===== src/rtl/uart_pkg.sv =====
// Shared UART types: parity selection, receiver state encoding and a parity helper.
package uart_pkg;

  typedef enum logic [1:0] {
    PAR_NONE = 2'd0,
    PAR_EVEN = 2'd1,
    PAR_ODD  = 2'd2
  } parity_e;

  typedef enum logic [2:0] {
    RX_IDLE       = 3'd0,
    RX_START      = 3'd1,
    RX_DATA       = 3'd2,
    RX_PARITY     = 3'd3,
    RX_STOP       = 3'd4,
    RX_BREAK_WAIT = 3'd5
  } rx_state_e;

  // Parity bit a correct transmitter sends for the given payload (payload zero-extended).
  function automatic logic parity_bit(input logic [8:0] data, input parity_e par);
    logic x;
    x = ^data;
    case (par)
      PAR_EVEN: parity_bit = x;
      PAR_ODD:  parity_bit = ~x;
      default:  parity_bit = 1'b0;
    endcase
  endfunction

endpackage


===== src/rtl/uart_sync2.sv =====
// Two-flop synchronizer for asynchronous serial lines; resets to the idle-high level.
module uart_sync2 (
  input  logic clk_i,
  input  logic rst_ni,
  input  logic d_i,
  output logic q_o
);

  logic meta_r;
  logic sync_r;

  // capture the asynchronous input through two stages, idling high in reset
  always_ff @(posedge clk_i or negedge rst_ni) begin
    if (!rst_ni) begin
      meta_r <= 1'b1;
      sync_r <= 1'b1;
    end else begin
      meta_r <= d_i;
      sync_r <= meta_r;
    end
  end

  assign q_o = sync_r;

endmodule


===== src/rtl/uart_rx_cfg.sv =====
// Configurable UART receiver: mid-bit sampling, optional parity, 1 or 2 stop bits,
// break detection and a single holding register with sticky overrun.
module uart_rx_cfg
  import uart_pkg::*;
#(
  parameter int unsigned CLKS_PER_BIT = 217,
  parameter int unsigned DATA_BITS    = 8,
  parameter parity_e     PARITY       = PAR_NONE,
  parameter int unsigned STOP_BITS    = 1
) (
  input  logic                 clk_i,
  input  logic                 rst_ni,
  input  logic                 rx_serial_i,
  input  logic                 rx_ready_i,
  output logic                 rx_dv_o,
  output logic [DATA_BITS-1:0] rx_byte_o,
  output logic                 rx_parity_err_o,
  output logic                 rx_frame_err_o,
  output logic                 rx_break_o,
  output logic                 rx_overrun_o,
  output logic                 rx_busy_o
);

  localparam int unsigned   TW        = $clog2(CLKS_PER_BIT);
  localparam int unsigned   BW        = $clog2(DATA_BITS + 1);
  localparam logic [TW-1:0] T_FULL    = TW'(CLKS_PER_BIT - 1);
  localparam logic [TW-1:0] T_HALF    = TW'(CLKS_PER_BIT / 2);
  localparam logic [BW-1:0] LAST_DATA = BW'(DATA_BITS - 1);
  localparam logic [BW-1:0] LAST_STOP = BW'(STOP_BITS - 1);
  localparam bit            HAS_PAR   = (PARITY != PAR_NONE);

  rx_state_e            state_r;
  logic [TW-1:0]        timer_r;
  logic [BW-1:0]        bit_cnt_r;
  logic [DATA_BITS-1:0] shift_r;
  logic                 zero_r;      // every bit sampled so far in this frame was low
  logic                 par_err_r;
  logic                 stop_err_r;  // an earlier stop bit of this frame was low
  logic                 dv_r;
  logic [DATA_BITS-1:0] byte_r;
  logic                 perr_out_r;
  logic                 ferr_out_r;
  logic                 brk_r;
  logic                 ovr_r;
  logic                 busy_r;

  logic line_s;
  logic tick_s;
  logic accept_s;

  uart_sync2 u_sync (
    .clk_i  (clk_i),
    .rst_ni (rst_ni),
    .d_i    (rx_serial_i),
    .q_o    (line_s)
  );

  // sample point: half a bit into the start bit, a full bit after every later sample
  always_comb begin
    tick_s = 1'b0;
    if (state_r == RX_START) begin
      tick_s = (timer_r == T_HALF);
    end else begin
      tick_s = (timer_r == T_FULL);
    end
  end

  assign accept_s = dv_r & rx_ready_i;

  // receive FSM together with the holding register and status outputs
  always_ff @(posedge clk_i or negedge rst_ni) begin
    if (!rst_ni) begin
      state_r    <= RX_IDLE;
      timer_r    <= '0;
      bit_cnt_r  <= '0;
      shift_r    <= '0;
      zero_r     <= 1'b0;
      par_err_r  <= 1'b0;
      stop_err_r <= 1'b0;
      dv_r       <= 1'b0;
      byte_r     <= '0;
      perr_out_r <= 1'b0;
      ferr_out_r <= 1'b0;
      brk_r      <= 1'b0;
      ovr_r      <= 1'b0;
      busy_r     <= 1'b0;
    end else begin
      brk_r <= 1'b0;
      if (accept_s) begin
        dv_r <= 1'b0;
      end
      case (state_r)
        RX_IDLE: begin
          timer_r   <= '0;
          bit_cnt_r <= '0;
          if (!line_s) begin
            state_r <= RX_START;
            busy_r  <= 1'b1;
          end
        end
        RX_START: begin
          if (tick_s) begin
            timer_r <= '0;
            if (!line_s) begin
              state_r    <= RX_DATA;
              zero_r     <= 1'b1;
              par_err_r  <= 1'b0;
              stop_err_r <= 1'b0;
            end else begin
              state_r <= RX_IDLE;
              busy_r  <= 1'b0;
            end
          end else begin
            timer_r <= timer_r + 1'b1;
          end
        end
        RX_DATA: begin
          if (tick_s) begin
            timer_r <= '0;
            shift_r <= {line_s, shift_r[DATA_BITS-1:1]};
            zero_r  <= zero_r & ~line_s;
            if (bit_cnt_r == LAST_DATA) begin
              bit_cnt_r <= '0;
              if (HAS_PAR) begin
                state_r <= RX_PARITY;
              end else begin
                state_r <= RX_STOP;
              end
            end else begin
              bit_cnt_r <= bit_cnt_r + 1'b1;
            end
          end else begin
            timer_r <= timer_r + 1'b1;
          end
        end
        RX_PARITY: begin
          if (tick_s) begin
            timer_r   <= '0;
            par_err_r <= (line_s != parity_bit(9'(shift_r), PARITY));
            zero_r    <= zero_r & ~line_s;
            state_r   <= RX_STOP;
          end else begin
            timer_r <= timer_r + 1'b1;
          end
        end
        RX_STOP: begin
          if (tick_s) begin
            timer_r <= '0;
            if ((bit_cnt_r == '0) && zero_r && !line_s) begin
              brk_r     <= 1'b1;
              bit_cnt_r <= '0;
              state_r   <= RX_BREAK_WAIT;
            end else if (bit_cnt_r == LAST_STOP) begin
              // leave mid-bit so a start edge in the next half bit is not missed
              bit_cnt_r <= '0;
              state_r   <= RX_IDLE;
              busy_r    <= 1'b0;
              if (!dv_r || rx_ready_i) begin
                dv_r       <= 1'b1;
                byte_r     <= shift_r;
                perr_out_r <= par_err_r;
                ferr_out_r <= stop_err_r | ~line_s;
              end else begin
                ovr_r <= 1'b1;
              end
            end else begin
              stop_err_r <= stop_err_r | ~line_s;
              bit_cnt_r  <= bit_cnt_r + 1'b1;
            end
          end else begin
            timer_r <= timer_r + 1'b1;
          end
        end
        RX_BREAK_WAIT: begin
          if (line_s) begin
            state_r <= RX_IDLE;
            busy_r  <= 1'b0;
          end
        end
        default: begin
          state_r <= RX_IDLE;
          busy_r  <= 1'b0;
        end
      endcase
    end
  end

  assign rx_dv_o         = dv_r;
  assign rx_byte_o       = byte_r;
  assign rx_parity_err_o = perr_out_r;
  assign rx_frame_err_o  = ferr_out_r;
  assign rx_break_o      = brk_r;
  assign rx_overrun_o    = ovr_r;
  assign rx_busy_o       = busy_r;

endmodule


===== config.mk =====
export PLATFORM = sky130hd
export DESIGN_NAME = uart_rx_cfg
export DESIGN_NICKNAME = d
export VERILOG_FILES = /design/src/rtl/uart_pkg.sv /design/src/rtl/uart_sync2.sv /design/src/rtl/uart_rx_cfg.sv
export SDC_FILE = /design/constraint.sdc
export NUM_CORES = 1
export LEC_CHECK = 0
export ABC_CLOCK_PERIOD_IN_PS = 2720
export CORE_MARGIN = 3
export CORE_UTILIZATION = 52
export DETAILED_ROUTE_END_ITERATION = 7
export PLACE_DENSITY = 0.8
export SYNTH_ARGS = -nofsm -noshare
export SYNTH_HDL_FRONTEND = slang
export SYNTH_SLANG_ARGS = --single-unit

===== constraint.sdc =====
create_clock -name clk_i -period 2.72 [get_ports clk_i]
set_clock_uncertainty 0.05 [all_clocks]
set_input_delay 0.816 -clock clk_i [delete_from_list [all_inputs] [get_ports clk_i]]
set_output_delay 0.816 -clock clk_i [all_outputs]
set_load 0.01 [all_outputs]

==> flow_metrics.py, run 1 <==
metrics = {
    "timing": {
        "period_needed_ns": 2.203,
        "period_share": 0.8098,
        "setup_violations": 0,
        "maxSlewHeadroom": 0.5910,
        "fmax_mhz": 454.0,
        "layout_setup_ws_ns": 0.5173,
        "maxSlewViolCount": 0,
        "holdWs_ns": 0.3156,
        "hold_viol": 0,
        "setup_tns_ns": 0,
        "rsz0062_at_grt": "false",
        "tightest_slew_ns": 0.6135,
    },
    "global_route": {
        "grt_use_met2": 0.2827,
        "grt_pass1_wl_um": 7362,
        "grt_max_degree": 29,
        "grt_use_met3": 0.03693,
        "grt_pass1_vias": 1500,
        "grt_usage": 0.1855,
        "gr-usage-met1": 0.2704,
        "antenna_found_initial": 0,
        "grt_busiest_layer": "met2",
        "overflow": 0,
    },
    "routing": {
        "drt_iter0_markers": 85,
        "wirelength_um": 4440,
        "routed_via_density": 6.004,
        "drt_first_pass_iters": 4,
        "wl_per_cell_um": 16.26,
        "post-route-drc-count": 0,
        "num_vias": 1639,
        "ant_nets": 0,
    },
    "clocking": {
        "cts_buffers": 5,
        "cts_num_sinks": 42,
        "post_cts_buffers": 0,
        "cts-root-buf": "clkbuf_8",
        "htree_levels": 2,
        "insertion_delay_ns": 0.30,
        "clk_pin_slew_ns": 0.09,
        "ctsResizeCount": 0,
        "clockBufferDepth": 2,
        "cts_tree": "built",
        "cts_hold_buf": 0,
    },
    "logic_synthesis": {
        "syn-num-nets": 213,
        "synth_seq_area_share": 0.4861,
        "synth_top_area_share": 0.4619,
        "ys_top_cells_by_area": "dfrtp_1 (46%), mux2_2 (8.3%), dfstp_2 (2.4%)",
        "async_reset_ff_frac": 1.000,
        "netlist-cell-type-count": 52,
        "synth_area_um2": 2167,
        "synth.avg_cell_area_um2": 10.57,
        "yosysTopAreaCell": "dfrtp_1",
        "synthCells": 205,
        "yosys_warnings": 0,
        "synth-seq-cells": 42,
        "synth_edf_count": 0,
        "synth-main-ff-cell": "dfrtp_1",
    },
    "critical_path": {
        "r2r_end": "bit_cnt_r[3]",
        "cp_top_family": "compound AO/OA/AOI/OAI gates",
        "worst-path-buf-inv": 1,
        "ff2ff_path_depth": 6,
        "r2r_setup_slack_ns": 0.52,
        "cpPeakStageDelay_ns": 0.48,
        "r2r_start": "bit_cnt_r[0]",
        "critPathArrivalTime_ns": 2.33,
        "cp-start-kind": "flop",
        "required_ns": 2.84,
        "critPathCaptureType": "flop",
        "critPathKind": "reg -> reg",
        "worstPathCellList": "inv_1 -> ha_1 -> or3b_2 -> a32o_1 -> a2111oi_0 -> o2bb2ai_1",
        "slowest_stage": "a2111oi_0",
        "worstPathMaxFanout": 3,
    },
    "job": {
        "drv_cap": 0,
    },
    "floorplan": {
        "coreArea_um2": 3826,
        "rows": 22,
        "chipWidth_um": 70.56,
        "start_util": 0.5664,
        "die_y_um": 70.56,
        "io_pins": 18,
        "die_area_um2": 4978,
    },
    "placement": {
        "dp_slack_ns": 0.2230,
        "port_buffers": 17,
        "place_area_um2": 2402,
        "place.detailed.hpwl_um": 3087,
        "place.gp.congestion": 0.8330,
    },
    "cells_and_area": {
        "drive_gt1_frac": 0.1822,
        "final_cell_mix": "dfrtp_1 (40), mux2_2 (16), clkdlybuf4s50_1 (16), nand2_1 (14)",
        "layout_commonest_cell": "dfrtp_1",
        "syn_to_final_growth_pct": 15.94,
        "final_nets": 232,
        "stdcell_area_um2": 2512,
        "diodes": 0,
    },
    "worst_hold_path": {
        "min_path_type": "reg -> reg",
        "min_to": "u_sync.q_o",
        "hold_depth": 0,
        "min-delay-start": "u_sync.meta_r",
    },
    "power": {
        "power_density_nw_per_um2": 454.5,
        "max-vdd-ir-drop_mv": 0.3298,
        "p_leak_nw": 1.083,
        "power.total_mw": 1.142,
    },
    "run_status": {
        "outcome": "complete, no violations",
    },
}
==> flip-flops by register name (all words and copies together) (netlist names), 3 cells and up <==
register	cells
bit_cnt_r	4
shift_r	8
timer_r	8
state_r	3
rx_byte_o	8
==> cell type report <==
type                            instances  area (um^2)
Fill cell                             294         1314
Clock inverter                          2        37.54
Timing Repair Buffer                   26        232.7
Inverter                                9        33.78
Clock buffer                            6        72.57
Multi-Input combinational cell        140         1022
Sequential cell                        42         1054
Tap cell                               48        60.06
==> how the worst max path moves through the flow <==
stage / from / endpoint / cells after the start
global route: bit_cnt_r[0] / bit_cnt_r[3] / 6
detailed placement: rx_ready_i / rx_byte_o[3] / 6
finish: bit_cnt_r[0] / bit_cnt_r[3] / 6
global placement: rx_ready_i / rx_byte_o[4] / 6
floorplan: bit_cnt_r[0] / rx_byte_o[0] / 6
CTS: bit_cnt_r[0] / bit_cnt_r[3] / 6
==> stage by stage <==
stage / util / instances
detailed placement: 0.6279 / 265
CTS: 0.6566 / 273
floorplan: - / 205
finish: 0.6566 / 273
global route: 0.6566 / 273
global placement: 0.6279 / 265
==> per-layer routing <==
metal / share of wire / routed length [um]
met5: 0 / 0
met4: 0.011 / 50
met3: 0.047 / 207
met2: 0.48 / 2109
met1: 0.47 / 2074
==> cells in the mapped netlist, types with 2 or more instances <==
library cell	count
o2111ai_1	3
a31oi_1	3
nand3_1	10
o31ai_1	3
inv_1	9
o41ai_1	4
nand2_1	14
mux2_2	16
ha_1	4
nor4_1	2
dfrtp_1	40
nand2b_1	4
o311ai_0	2
dfstp_2	2
xor2_1	2
xnor2_1	3
clkbuf_1	10
nor2b_1	2
o21ai_0	8
nand4_1	2
a22o_1	2
buf_2	3
nor2_1	8
a21oi_1	7
mux2_1	2
mux2i_1	3
nor3b_1	3
nor3_1	10
==> logic make-up after synthesis <==
family                     Yosys count  share of synthesized area
AOI/OAI and AO/OA                   42                     0.1368
DFF                                 42                     0.4861
adders and majority gates            4                    0.02310
xor gates and xnor gates             5                    0.02021
and+or+nand+nor                     67                     0.1778
buffers and inverters               23                    0.04214
muxes                               22                     0.1137
==> worst reg2reg max path: cells and delay by family, from the launching register on <==
family / cells / cell delay, ns
AOI/OAI and AO/OA: 3 / 0.91
adders and majority gates: 1 / 0.17
buffers and inverters: 1 / 0.10
DFF: 1 / 0.41
and+or+nand+nor: 1 / 0.44
==> power by group <==
group	switching (mW)	leakage, nW	total [mW]	internal [mW]
clock network	0.218	0.0514	0.492	0.274
logic	0.0135	0.477	0.0199	0.00648
registers	0.00296	0.555	0.630	0.627
No activity file was read; power rests on OpenSTA's default activity.
==> run 2, diff against run 1 <==
Settings changed: ABC_CLOCK_PERIOD_IN_PS 2720 to 2200.
Clock period 2.72 ns to 2.2 ns, I/O delays scaled along.
==> run 2 against run 1 <==
Against the previous run:
- utilization rose by 2.2 points
- clock-buffer cell count did not move
- via count rose by 4.9%
- register-to-register slack got worse by 0.41 ns
- largest cell class unchanged
- worst hold slack got worse by 0.050 ns
- setup slack got worse by 0.41 ns
- die area did not move
- final area rose by 3.3%
- sequential power rose by 23%
==> flow_metrics.py, run 2 (synthesis gave the netlist of run 1 again) <==
metrics = {
    "run_status": {
        "outcome": "complete, no violations",
    },
    "floorplan": {
        "start_util": 0.5664,
        "die_y_um": 70.56,
        "die_area_um2": 4978,
        "coreArea_um2": 3826,
        "io_pins": 18,
        "rows": 22,
        "chipWidth_um": 70.56,
    },
    "timing": {
        "fmax_mhz": 477.0,
        "tightest_slew_ns": 0.4700,
        "maxSlewViolCount": 0,
        "setup_violations": 0,
        "setup_tns_ns": 0,
        "maxSlewHeadroom": 0.6824,
        "hold_viol": 0,
        "layout_setup_ws_ns": 0.1037,
        "rsz0062_at_grt": "false",
        "period_share": 0.9529,
        "period_needed_ns": 2.096,
    },
    "power": {
        "internal-power_mw": 1.123,
        "power_density_nw_per_um2": 542.8,
        "power_frac_clock": 0.429,
        "seq_power_share": 0.552,
        "max-vdd-ir-drop_mv": 0.5095,
        "p_comb_frac": 0.019,
        "p_leak_nw": 1.123,
        "p_switching_uw": 286.5,
        "swShare": 0.2033,
    },
    "clocking": {
        "clk_pin_slew_ns": 0.09,
        "insertion_delay_ns": 0.29,
        "cts-root-buf": "clkbuf_8",
        "cts_buffers": 5,
        "cts_hold_buf": 0,
        "cts_num_sinks": 42,
        "cts_tree": "built",
        "htree_levels": 2,
        "clockBufferDepth": 2,
        "ctsResizeCount": 0,
        "post_cts_buffers": 0,
    },
    "cells_and_area": {
        "n_fill_cell": 295,
        "final_cell_mix": "dfrtp_1 (40), mux2_2 (16), clkdlybuf4s50_1 (16), nand2_1 (14), buf_4 (14)",
        "multiInputGateArea_um2": 1028,
        "syn_to_final_growth_pct": 19.80,
        "utilization": 0.6785,
        "diodes": 0,
        "final_nets": 239,
        "regArea_um2": 1054,
        "drive_gt1_frac": 0.2112,
        "layout_commonest_cell": "dfrtp_1",
    },
    "critical_path": {
        "r2r_end": "rx_byte_o[7]",
        "required_ns": 2.33,
        "critPathArrivalTime_ns": 2.22,
        "critPathKind": "reg -> reg",
        "worstPathMaxFanout": 10,
        "cp-start-kind": "flop",
        "ff2ff_path_depth": 5,
        "r2r_start": "timer_r[7]",
        "r2r_setup_slack_ns": 0.10,
        "critPathCaptureType": "flop",
    },
    "routing": {
        "wl_per_cell_um": 16.20,
        "drt_iter0_markers": 128,
        "post-route-drc-count": 0,
        "wirelength_um": 4536,
        "drt_first_pass_iters": 4,
        "num_vias": 1719,
        "routed_via_density": 6.139,
        "ant_nets": 0,
    },
    "worst_hold_path": {
        "min_path_type": "in -> async",
    },
    "global_route": {
        "antenna_found_initial": 0,
        "gr-usage-met1": 0.2819,
        "grt_pass1_vias": 1671,
        "grt_max_degree": 25,
        "grt_busiest_layer": "met2",
        "grt_use_met3": 0.04688,
        "grt_usage": 0.1966,
        "grt_use_met2": 0.3035,
        "overflow": 0,
        "grt_pass1_wl_um": 7914,
    },
    "placement": {
        "place.detailed.hpwl_um": 3129,
        "port_buffers": 17,
        "place.gp.congestion": 0.8585,
        "dp_slack_ns": -0.1341,
    },
    "job": {
        "drv_cap": 0,
    },
}
run 2: cell types whose count changed in the layout (fill, tap and decap cells not counted), sizes merged:
cell	delta
buf	+7
run 2: critical path, cell delays in order, from the launching register on:
cell and delay [ns]:
dfrtp_1 0.42, nor4bb_1 0.48, mux2i_2 0.18, nor4_4 0.33, buf_12 0.18, mux2_2 0.34
run 2: power groups by stage:
stage | registers (mW) | clock network (mW) | logic (mW)
after floorplan | 0.791 | 0 | 0.00493
after global placement | 0.793 | 0 | 0.0269
after detailed placement | 0.793 | 0 | 0.0275
after CTS | 0.778 | 0.616 | 0.0276
after global routing | 0.779 | 0.642 | 0.0306
final | 0.778 | 0.605 | 0.0264
run 2: how the worst max path moves through the flow:
stage              endpoint         start
5_1_grt          timer_r[2]    state_r[0]
3_3_place_gp   rx_byte_o[4]    rx_ready_i
4_1_cts        bit_cnt_r[1]    timer_r[0]
2_1_floorplan  rx_byte_o[0]  bit_cnt_r[0]
6_report       rx_byte_o[7]    timer_r[7]
3_5_place_dp   rx_byte_o[7]    rx_ready_i
run 2: metal layers:
| layer | up-vias | routed length [um] |
|---|---|---|
| met1 | 855 | 2044 |
| met5 | - | 0 |
| li1 | 805 | - |
| met3 | 5 | 248 |
| met4 | 0 | 48 |
| met2 | 54 | 2194 |
run 2: through the flow:
step           hold WS (ns)  instances  instance area [um^2]  power, mW
3_3_place_gp         0.2954        272                  2480     0.8199
3_5_place_dp         0.3040        272                  2480     0.8208
4_1_cts              0.2737        280                  2590      1.422
5_1_grt              0.3004        280                  2596      1.451
6_report             0.2653        280                  2596      1.409
2_1_floorplan        0.2952        205                  2167     0.7955
run 2: layout make-up:
class / count / area share
clock inverter: 2 / 0.01446
tap: 48 / 0.02313
timing repair buffer: 33 / 0.1195
clock buffer: 6 / 0.02795
multi-input combinational: 140 / 0.3961
sequential: 42 / 0.4058
inverter: 9 / 0.01301
==> run 3, diff against run 2 <==
Settings changed: CAP_MARGIN set to 20.
==> results of run 3 <==
The final DEF is identical to that of run 2; final timing and power are the same.
